--- src/rtl/ppc_types.sv ---
// Shared types for the PowerPC-style out-of-order core slice.
//   RS_ID_WIDTH  : width of reservation-station tags (matches the CR file)
//   cr_op_t      : CR-logical operation selector
//   cr_operand_t : one CR-field operand slot (valid flag, producer tag, 4-bit value)
package ppc_types;

    localparam int RS_ID_WIDTH = 5;

    typedef enum logic [2:0] {
        CR_AND  = 3'd0,
        CR_OR   = 3'd1,
        CR_XOR  = 3'd2,
        CR_NAND = 3'd3,
        CR_NOR  = 3'd4,
        CR_EQV  = 3'd5,
        CR_ANDC = 3'd6,
        CR_ORC  = 3'd7
    } cr_op_t;

    // value is big-endian: value[0] is the LT bit of the field.
    typedef struct packed {
        logic                   valid;
        logic [RS_ID_WIDTH-1:0] rs_id;
        logic [0:3]             value;
    } cr_operand_t;

endpackage

--- src/rtl/cr_logical_alu.sv ---
// Combinational CR-logical datapath.
//   op           : logical operation
//   opnd_a/b     : CR fields holding the source bits
//   opnd_t       : old contents of the destination field
//   pos_a/b/t    : bit position (0..3, big-endian) within each field
//   result       : opnd_t with bit pos_t replaced by op(a, b)
module cr_logical_alu
    import ppc_types::*;
(
    input  cr_op_t     op,
    input  logic [0:3] opnd_a,
    input  logic [0:3] opnd_b,
    input  logic [0:3] opnd_t,
    input  logic [1:0] pos_a,
    input  logic [1:0] pos_b,
    input  logic [1:0] pos_t,
    output logic [0:3] result
);

    logic a;
    logic b;
    logic r;

    always_comb begin
        a = opnd_a[pos_a];
        b = opnd_b[pos_b];
        r = 1'b0;
        case (op)
            CR_AND:  r = a & b;
            CR_OR:   r = a | b;
            CR_XOR:  r = a ^ b;
            CR_NAND: r = ~(a & b);
            CR_NOR:  r = ~(a | b);
            CR_EQV:  r = ~(a ^ b);
            CR_ANDC: r = a & ~b;
            CR_ORC:  r = a | ~b;
            default: r = 1'b0;
        endcase
        result        = opnd_t;
        result[pos_t] = r;
    end

endmodule

--- src/rtl/cr_logical_rs.sv ---
// Reservation station + execution unit for CR-logical instructions.
//   clk, rst              : clock, synchronous active-high reset
//   dispatch_*            : instruction offer (valid/ready, op, CR bit indices)
//   cr_value_valid/value/rs_id : CR file read port (state before this dispatch)
//   update_enable/rs_id   : CR file update port, claims the destination field
//   cdb_*                 : CR result broadcast snooped for pending operands
//   result_*              : finished destination field, valid/ready handshake
module cr_logical_rs
    import ppc_types::*;
#(
    parameter int RS_ID_WIDTH = 5,
    parameter int RS_OFFSET   = 0,
    parameter int NUM_ENTRIES = 2
) (
    input  logic                         clk,
    input  logic                         rst,
    input  logic                         dispatch_valid,
    output logic                         dispatch_ready,
    input  cr_op_t                       dispatch_op,
    input  logic [0:4]                   dispatch_ba,
    input  logic [0:4]                   dispatch_bb,
    input  logic [0:4]                   dispatch_bt,
    input  logic [0:7]                   cr_value_valid,
    input  logic [0:31]                  cr_value,
    input  logic [0:7][RS_ID_WIDTH-1:0]  cr_rs_id,
    output logic [0:7]                   update_enable,
    output logic [0:7][RS_ID_WIDTH-1:0]  update_rs_id,
    input  logic                         cdb_valid,
    input  logic [RS_ID_WIDTH-1:0]       cdb_rs_id,
    input  logic [0:3]                   cdb_value,
    output logic                         result_valid,
    input  logic                         result_ready,
    output logic [RS_ID_WIDTH-1:0]       result_rs_id,
    output logic [0:2]                   result_field,
    output logic [0:3]                   result_value
);

    localparam int IdxW = (NUM_ENTRIES > 1) ? $clog2(NUM_ENTRIES) : 1;

    // opnd[0] = A (field of ba), opnd[1] = B (field of bb), opnd[2] = T (old field of bt)
    typedef struct packed {
        cr_op_t                 op;
        logic [1:0]             pos_a;
        logic [1:0]             pos_b;
        logic [1:0]             pos_t;
        logic [2:0]             field_t;
        cr_operand_t [2:0]      opnd;
    } entry_t;

    function automatic logic [RS_ID_WIDTH-1:0] tag_of(input logic [IdxW-1:0] idx);
        return RS_ID_WIDTH'(RS_OFFSET + int'(idx));
    endfunction

    logic [NUM_ENTRIES-1:0] busy_q, busy_d;
    entry_t                 entry_q [NUM_ENTRIES];
    entry_t                 entry_d [NUM_ENTRIES];
    logic                   lock_q, lock_d;
    logic [IdxW-1:0]        lock_idx_q, lock_idx_d;

    logic                   alloc_found;
    logic [IdxW-1:0]        alloc_idx;
    logic                   rdy_found;
    logic [IdxW-1:0]        rdy_idx;
    logic [IdxW-1:0]        sel_idx;
    logic                   fire;
    logic [2:0]             fld [3];
    entry_t                 new_entry;
    entry_t                 sel_entry;

    // Free-entry allocation and ready-entry selection, both lowest index first.
    always_comb begin
        alloc_found = 1'b0;
        alloc_idx   = '0;
        rdy_found   = 1'b0;
        rdy_idx     = '0;
        for (int k = 0; k < NUM_ENTRIES; k++) begin
            if (!busy_q[k] && !alloc_found) begin
                alloc_found = 1'b1;
                alloc_idx   = IdxW'(k);
            end
            if (busy_q[k] && !rdy_found && entry_q[k].opnd[0].valid &&
                entry_q[k].opnd[1].valid && entry_q[k].opnd[2].valid) begin
                rdy_found = 1'b1;
                rdy_idx   = IdxW'(k);
            end
        end
    end

    // A presented-but-unaccepted result pins the selection so a lower entry
    // becoming ready cannot change the outputs mid-handshake.
    assign sel_idx        = lock_q ? lock_idx_q : rdy_idx;
    assign sel_entry      = entry_q[sel_idx];
    assign result_valid   = lock_q | rdy_found;
    assign result_rs_id   = tag_of(sel_idx);
    assign result_field   = sel_entry.field_t;
    assign dispatch_ready = alloc_found;
    assign fire           = dispatch_valid && alloc_found && !rst;

    // Build the entry being dispatched from the pre-update CR file state.
    always_comb begin
        fld[0] = dispatch_ba[0:2];
        fld[1] = dispatch_bb[0:2];
        fld[2] = dispatch_bt[0:2];
        new_entry         = '0;
        new_entry.op      = dispatch_op;
        new_entry.pos_a   = dispatch_ba[3:4];
        new_entry.pos_b   = dispatch_bb[3:4];
        new_entry.pos_t   = dispatch_bt[3:4];
        new_entry.field_t = dispatch_bt[0:2];
        for (int j = 0; j < 3; j++) begin
            new_entry.opnd[j].rs_id = cr_rs_id[fld[j]];
            if (cr_value_valid[fld[j]]) begin
                new_entry.opnd[j].valid = 1'b1;
                new_entry.opnd[j].value = cr_value[{fld[j], 2'b00} +: 4];
            end else if (cdb_valid && (cr_rs_id[fld[j]] == cdb_rs_id)) begin
                // Producer is broadcasting this very cycle: forward it.
                new_entry.opnd[j].valid = 1'b1;
                new_entry.opnd[j].value = cdb_value;
            end
        end
    end

    always_comb begin
        update_enable = '0;
        update_rs_id  = '0;
        if (fire) begin
            update_enable[dispatch_bt[0:2]] = 1'b1;
            update_rs_id[dispatch_bt[0:2]]  = tag_of(alloc_idx);
        end
    end

    always_comb begin
        busy_d = busy_q;
        for (int k = 0; k < NUM_ENTRIES; k++) begin
            entry_d[k] = entry_q[k];
            for (int j = 0; j < 3; j++) begin
                if (busy_q[k] && !entry_q[k].opnd[j].valid && cdb_valid &&
                    (entry_q[k].opnd[j].rs_id == cdb_rs_id)) begin
                    entry_d[k].opnd[j].valid = 1'b1;
                    entry_d[k].opnd[j].value = cdb_value;
                end
            end
        end
        if (result_valid && result_ready) begin
            busy_d[sel_idx] = 1'b0;
        end
        // alloc_idx is a free entry, so it never collides with the one retiring.
        if (fire) begin
            busy_d[alloc_idx]  = 1'b1;
            entry_d[alloc_idx] = new_entry;
        end
        lock_d     = result_valid && !result_ready;
        lock_idx_d = sel_idx;
    end

    always_ff @(posedge clk) begin
        if (rst) begin
            busy_q     <= '0;
            lock_q     <= 1'b0;
            lock_idx_q <= '0;
            for (int k = 0; k < NUM_ENTRIES; k++) begin
                entry_q[k] <= '0;
            end
        end else begin
            busy_q     <= busy_d;
            lock_q     <= lock_d;
            lock_idx_q <= lock_idx_d;
            for (int k = 0; k < NUM_ENTRIES; k++) begin
                entry_q[k] <= entry_d[k];
            end
        end
    end

    cr_logical_alu u_alu (
        .op     (sel_entry.op),
        .opnd_a (sel_entry.opnd[0].value),
        .opnd_b (sel_entry.opnd[1].value),
        .opnd_t (sel_entry.opnd[2].value),
        .pos_a  (sel_entry.pos_a),
        .pos_b  (sel_entry.pos_b),
        .pos_t  (sel_entry.pos_t),
        .result (result_value)
    );

endmodule

--- config.mk ---
export PLATFORM = sky130hd
export DESIGN_NAME = cr_logical_rs
export DESIGN_NICKNAME = d
export VERILOG_FILES = /design/src/rtl/ppc_types.sv /design/src/rtl/cr_logical_alu.sv /design/src/rtl/cr_logical_rs.sv
export SDC_FILE = /design/constraint.sdc
export NUM_CORES = 1
export LEC_CHECK = 0
export BUFFER_PORTS_ARGS = -buffer_cell sky130_fd_sc_hd__buf_2
export CORE_MARGIN = 5
export CORE_UTILIZATION = 50
export CTS_CLUSTER_SIZE = 24
export DETAILED_ROUTE_END_ITERATION = 7
export PLACE_DENSITY = 0.87
export SLEW_MARGIN = 10
export SYNTH_ARGS = -nofsm -noshare
export SYNTH_HDL_FRONTEND = slang
export SYNTH_SLANG_ARGS = --single-unit
--- constraint.sdc ---
create_clock -name clk -period 5.65 [get_ports clk]
set_input_delay 0.565 -clock clk [delete_from_list [all_inputs] [get_ports clk]]
set_output_delay 0.565 -clock clk [all_outputs]
set_load 0.05 [all_outputs]
== After elaboration in Yosys (flattened, before gate mapping) ==
Memories as Yosys holds them, arrays and structs flattened.
Cells that the tools add are included.

* Word-level logic and storage cells: 192
* RAM bits: 84
* Latch bits: 0
* Register bits after elaboration: 4
* Bits in read-only memories: 0
* Memories kept: 1
* Output and inout port bits: 62
* Bits of input ports: 112

{| class="wikitable"
|+ Memories
! name !! depth !! bits a word !! read ports !! clocked after Yosys merged registers in !! write ports !! line !! source
|-
| entry_q || 2 || 42 || 3 || 0 || 2 || cr_logical_rs.sv:55 || <nowiki>entry_t entry_q [NUM_ENTRIES];</nowiki>
|}

* Reductions and logical operators: 49
* Shift operators: 3
* Muxes and demuxes: 80
* $lt $le $gt $ge: 14
* Multiply operators: 0
* Equality and inequality tests: 16
* Add/sub/neg operators: 0
* Div/mod/pow operators: 0
* Bitwise gates (word level): 26

{| class="wikitable"
|+ Operators by type and width
! cell !! number
|-
| 42-bit 2-to-1 mux || 3
|-
| 32-bit by 6-bit variable part select with 33-bit output || 3
|-
| 84-bit bitwise mux || 1
|-
| 84-bit 2-to-1 mux || 1
|-
| 4-bit 2-to-1 mux || 12
|-
| 5-bit binary-select mux with 3-bit select || 3
|-
| 5-bit == test || 9
|-
| 42-bit demux with 1-bit select || 1
|-
| 36-bit by 40-bit bitwise AND with 40-bit output || 1
|-
| 40-bit 2-to-1 mux || 1
|-
| 1-bit logical AND || 38
|-
| 1-bit 2-to-1 mux || 36
|-
| 5-bit 2-to-1 mux || 7
|-
| 5-bit inverter with 6-bit output || 3
|-
| 5-bit demux with 3-bit select || 1
|-
| 3-bit == test, second input constant || 4
|-
| 4-bit greater-or-equal comparator, second input constant || 3
|-
| 3-bit inverter with 4-bit output || 3
|-
| 1-bit logical NOT || 10
|-
| 1-bit binary-select mux with 3-bit select || 3
|-
| 3-bit greater-or-equal comparator, second input constant || 3
|-
| 2-bit inverter with 3-bit output || 3
|-
| 8-bit 2-to-1 mux || 1
|-
| 1-bit one-hot mux with 8 select lines || 1
|-
| other kinds (23) || 37
|}

== Longest topological paths before layout ==
An unclocked memory read counts as a cell.

* Depth in word-level cells: 21
* Mapped depth: 15
* Gate-level depth less buffers: 13

== Modules after synthesis ==
Synthesis repeated with hierarchy kept, for this count alone.

* Cells, all modules: 794
* Area, all modules: 7220.7 um^2

{| class="wikitable"
|+ Modules (own cells, without submodules)
! module !! instances !! cells an instance !! seq. area each (um^2) !! area an instance (um^2)
|-
| cr_logical_rs || 1 || 766 || 1761.7 || 6995.5
|-
| cr_logical_alu || 1 || 28 || 0.0 || 225.2
|}

== Least setup slack after synthesis ==
Ideal clock, no wire load.

* Path type: register to output
* Start point: memory entry_q[0][9] (netlist bit)
* End point: output result_value[3] (netlist bit)
* Path buffers: 2
* Path slack: 1223 ps
* Stages on the path, launching flop included: 15
* Data arrival time: 3862 ps
* Required time: 5085 ps
* Path through: dfxtp_1 -> and4_1 -> clkbuf_1 -> o31ai_1 -> clkbuf_1 -> mux2i_1 -> mux4_2 -> mux2_2 -> ha_1 -> nand2_1 -> o311ai_0 -> nand3_1 -> o2111ai_1 -> nand4_1 -> mux2i_1

{| class="wikitable"
|+ RTL lines
! item !! line !! source
|-
| from (decl) || cr_logical_rs.sv:55 ||
|-
| to (decl) || cr_logical_rs.sv:35 || <nowiki>output logic [0:3] result_value</nowiki>
|}

== Final worst setup path ==
* Start point: register busy_q[1]
* End point: output result_value[0] (netlist bit)

* Longest elaborated chain between the ends: 15
* Elaborated cells on any way between the ends: 40
* Classes of those cells: order compare: 2; eq/ne: 7; mux: 12; bitwise: 12; reduce/logical: 6; memory: 1

{| class="wikitable"
|+ RTL lines
! item !! line !! source
|-
| from (decl) || cr_logical_rs.sv:54 || <nowiki>logic [NUM_ENTRIES-1:0] busy_q, busy_d;</nowiki>
|-
| from (signal assigned) || cr_logical_rs.sv:165 || <nowiki>busy_q <= busy_d;</nowiki>
|-
| 1-bit logical AND * (3 in series) || cr_logical_rs.sv:81 || <nowiki>if (busy_q[k] && !rdy_found && entry_q[k].opnd[0].valid &&</nowiki>
|-
| 1-bit logical AND * || cr_logical_rs.sv:82 || <nowiki>entry_q[k].opnd[1].valid && entry_q[k].opnd[2].valid) begin</nowiki>
|-
| 1-bit 2-to-1 mux * || cr_logical_rs.sv:81 ||
|-
| 1-bit 2-to-1 mux * || cr_logical_rs.sv:91 || <nowiki>assign sel_idx = lock_q ? lock_idx_q : rdy_idx;</nowiki>
|-
| memory 2 x 42 bit * || -- ||
|-
| 2-bit inverter with 3-bit output, on equally long branches || cr_logical_alu.sv:26, cr_logical_alu.sv:25 ||
|-
| 1-bit binary-select mux with 2-bit select, on equally long branches || cr_logical_alu.sv:26, cr_logical_alu.sv:25 ||
|-
| 1-bit 2-to-1 mux, on equally long branches (2 in series) || cr_logical_alu.sv:26, cr_logical_alu.sv:25 ||
|-
| 1-bit inverter (tied with other cells) || cr_logical_alu.sv:35, cr_logical_alu.sv:36 ||
|-
| 1-bit bitwise OR (tied with other cells) || cr_logical_alu.sv:36 || <nowiki>CR_ORC: r = a | ~b;</nowiki>
|-
| 1-bit one-hot mux with 8 select lines || cr_logical_alu.sv:28 || <nowiki>case (op)</nowiki>
|-
| 4-bit bitwise mux * || cr_logical_alu.sv:40 || <nowiki>result[pos_t] = r;</nowiki>
|}

Mark *: on every way between the ends. The rest lies on a longest branch, timed or not. The select of a mux whose other input is x is not followed.

==> results.sh <==
export IMPL_outcome="finished clean"
export IMPL_yosysUniqueCellTypes=64
export IMPL_row_count=44
export IMPL_ys_seq_area_frac=0.238
export IMPL_grt_first_pass_wirelength_um=35100
export IMPL_place_gp_congestion=0.953
export IMPL_crit_arrival_ps=4060
export IMPL_fin_util=0.567
export IMPL_hold_depth=3
export IMPL_ir_worst_vdd_uv=147
export IMPL_rsz0062_at_grt="no"
export IMPL_path_clk_slew_ps=70
export IMPL_grt_pass1_vias=6778
export IMPL_drc=0
export IMPL_startpoint_type="register"
export IMPL_drive_above_1_share=0.238
export IMPL_post_cts_resized=0
export IMPL_grt_max_degree=89
export IMPL_synth_common_cells="88 x dfxtp_1, 84 x mux2i_1, 74 x nand2_1, 54 x clkbuf_1, 51 x o21ai_0"
export IMPL_clock_root_buffer="clkbuf_16"
export IMPL_fin_crit_sh=0.819
export IMPL_vias=7085
export IMPL_max_slew_margin=0.245
export IMPL_clock_path_buffers=2
export IMPL_skew_ps=12.3
export IMPL_required_ps=5090
export IMPL_synth_xor_area_frac=0.0402
export IMPL_synthMuxAreaShare=0.252
export IMPL_synth_simple_area_share=0.206
export IMPL_port_buffers=137
export IMPL_hold_buffers=0
export IMPL_ys_ff_latch=88
export IMPL_path_class="reg -> out"
export IMPL_pre_cts_ws_ps=1480
export IMPL_clock_latency_ps=350
export IMPL_wire_per_inst_um=19.9
export IMPL_yosysMostFrequentCell="dfxtp_1"
export IMPL_antenna_found_initial=0
export IMPL_reg2reg_from="busy_q[0]"
export IMPL_r2r_cells=3
export IMPL_avgViaCountPerCell=6.30
export IMPL_hp_class="in -> reg"
export IMPL_powerDensity_mw_per_mm2=221
export IMPL_setup_ws_ps=1020
export IMPL_synth_ff_type="dfxtp_1"
export IMPL_endpoint_kind="primary output"
export IMPL_post_cts_buffers=0
export IMPL_drt_antenna_violating_nets=0
export IMPL_syn_avg_cell_area_um2=8.64
export IMPL_tns_ps=0
export IMPL_yosysTopAreaCell="dfxtp_1"
export IMPL_cp_max_fo=9
export IMPL_clock_sinks=88
export IMPL_clock_fmax_mhz=216
export IMPL_finalNonFillerCells=1125
export IMPL_syn_instance_count=857
export IMPL_fin_crit_ps=4630
export IMPL_final_hold_viol_count=0
export IMPL_cts_buffers=9
export IMPL_globalRouteOverflowTotal=0
export IMPL_num_antenna_cells=0
export IMPL_fin_total_pwr_mw=1.82
export IMPL_synth_adder_area_share=0.00676
export IMPL_synth_top_area_share=0.238
export IMPL_r2r_setup_slack_ps=3540
export IMPL_drtIter0Drc=830
export IMPL_ctsHtreeMaxLevel=3
export IMPL_core_area_mm2=0.0145
export IMPL_max_cap_violations=0
export IMPL_syn2layout_area_growth_pct=11.3
export IMPL_synth_top_family_by_area="multiplexers"
export IMPL_maxSlewViolCount=0
export IMPL_routed_wl_um=22400
export IMPL_tightest_slew_ps=1120
export IMPL_nNetsFinal=1052
export IMPL_setup_viol=0
export IMPL_io_pins=174
export IMPL_initial_core_util=0.510
export IMPL_track_usage=0.243
export IMPL_synth_compound_gate_area_share=0.169
export IMPL_p_leak_nw=3.50
export IMPL_cts_tree="built"
export IMPL_die_area_mm2=0.0173
export IMPL_async_reset_ff_frac=0
export IMPL_die_w_um=132
export IMPL_netlist_top_cells_area="dfxtp_1 24%, mux2i_1 11%, mux4_2 11%"
export IMPL_dp_cells=1109
export IMPL_die_y_um=132
export IMPL_dr_pass1_iters=7
export IMPL_synth_area_mm2=0.00741
export IMPL_synth_edf_count=0
export IMPL_synth_warning_count=0
export IMPL_hp_start="dispatch_op[1]"
export IMPL_detailed_place_hpwl_um=16900
critical path, stage by stage, from the launching register on:
cell,delay [ps]
dfxtp_1,470
nand4_1,380
o31ai_4,430
mux2i_1,320
mux4_2,340
mux2_2,310
ha_1,330
nand2_1,60
o311ai_0,120
nand3_1,120
o2111ai_1,140
nand4_1,220
mux2i_1,180
buf_2,300
how the worst max path moves through the flow:
| stage | startpoint | cells past startpoint | slack (ps) | to |
|---|---|---|---|---|
| global route | busy_q[1] | 13 | 750 | result_value[0] |
| detailed placement | busy_q[1] | 13 | 1480 | result_value[0] |
| floorplan | entry_q[0][9] | 14 | 1220 | result_value[3] |
| CTS | busy_q[1] | 13 | 1070 | result_value[0] |
| global placement | busy_q[1] | 13 | 1670 | result_value[3] |
| finish | busy_q[1] | 13 | 1020 | result_value[0] |
placed cells by master, fill, tap and decap left out, types with 15 or more instances in the layout:
cell / instances
buf_2: 137
dfxtp_1: 88
mux2i_1: 84
nand2_1: 74
o21ai_0: 51
nand3b_1: 45
mux4_2: 37
a21oi_1: 36
conb_1: 36
nor2_1: 29
xnor2_1: 27
inv_1: 22
a21o_1: 19
nand4_1: 17
mux2_2: 15
nand2b_1: 15
power breakdown:
group	internal [mW]	switching, mW	leakage [nW]	total, mW
Clock	0.312	0.283	0.147	0.596
Combinational	0.204	0.328	2.63	0.532
Sequential	0.659	0.0326	0.720	0.691
Total	1.18	0.644	3.50	1.82
per-layer routing:
layer / vias to the layer above / wire length, um / GRT usage
met5: - / 0 / 0
met4: 0 / 570 / 0.0863
met3: 53 / 2090 / 0.0390
met2: 469 / 10500 / 0.401
met1: 3313 / 9240 / 0.324
li1: 3250 / - / -
area by class of cell:
class	count	area (um^2)
sequential	88	1760
clock inverter	7	73.8
clock buffer	9	225
multi-input combinational	672	5140
fill	1320	6290
timing repair buffer	143	731
tap	184	230
inverter	22	82.6
per-stage QoR:
stage,hold WS (ps),cell area [um^2]
floorplan,433,7540
global placement,445,7950
detailed placement,448,7950
CTS,410,8250
global route,423,8250
finish,417,8250
kinds of logic after synthesis:
family | count (synthesis)
buffers and inverters | 132
XOR/XNOR | 34
flip-flops | 88
multiplexers | 138
adder cells (fa/ha/maj) | 4
AO/OA/AOI/OAI | 188
AND/OR/NAND/NOR | 272
other | 1
No activity file was read; power rests on OpenSTA's default activity.
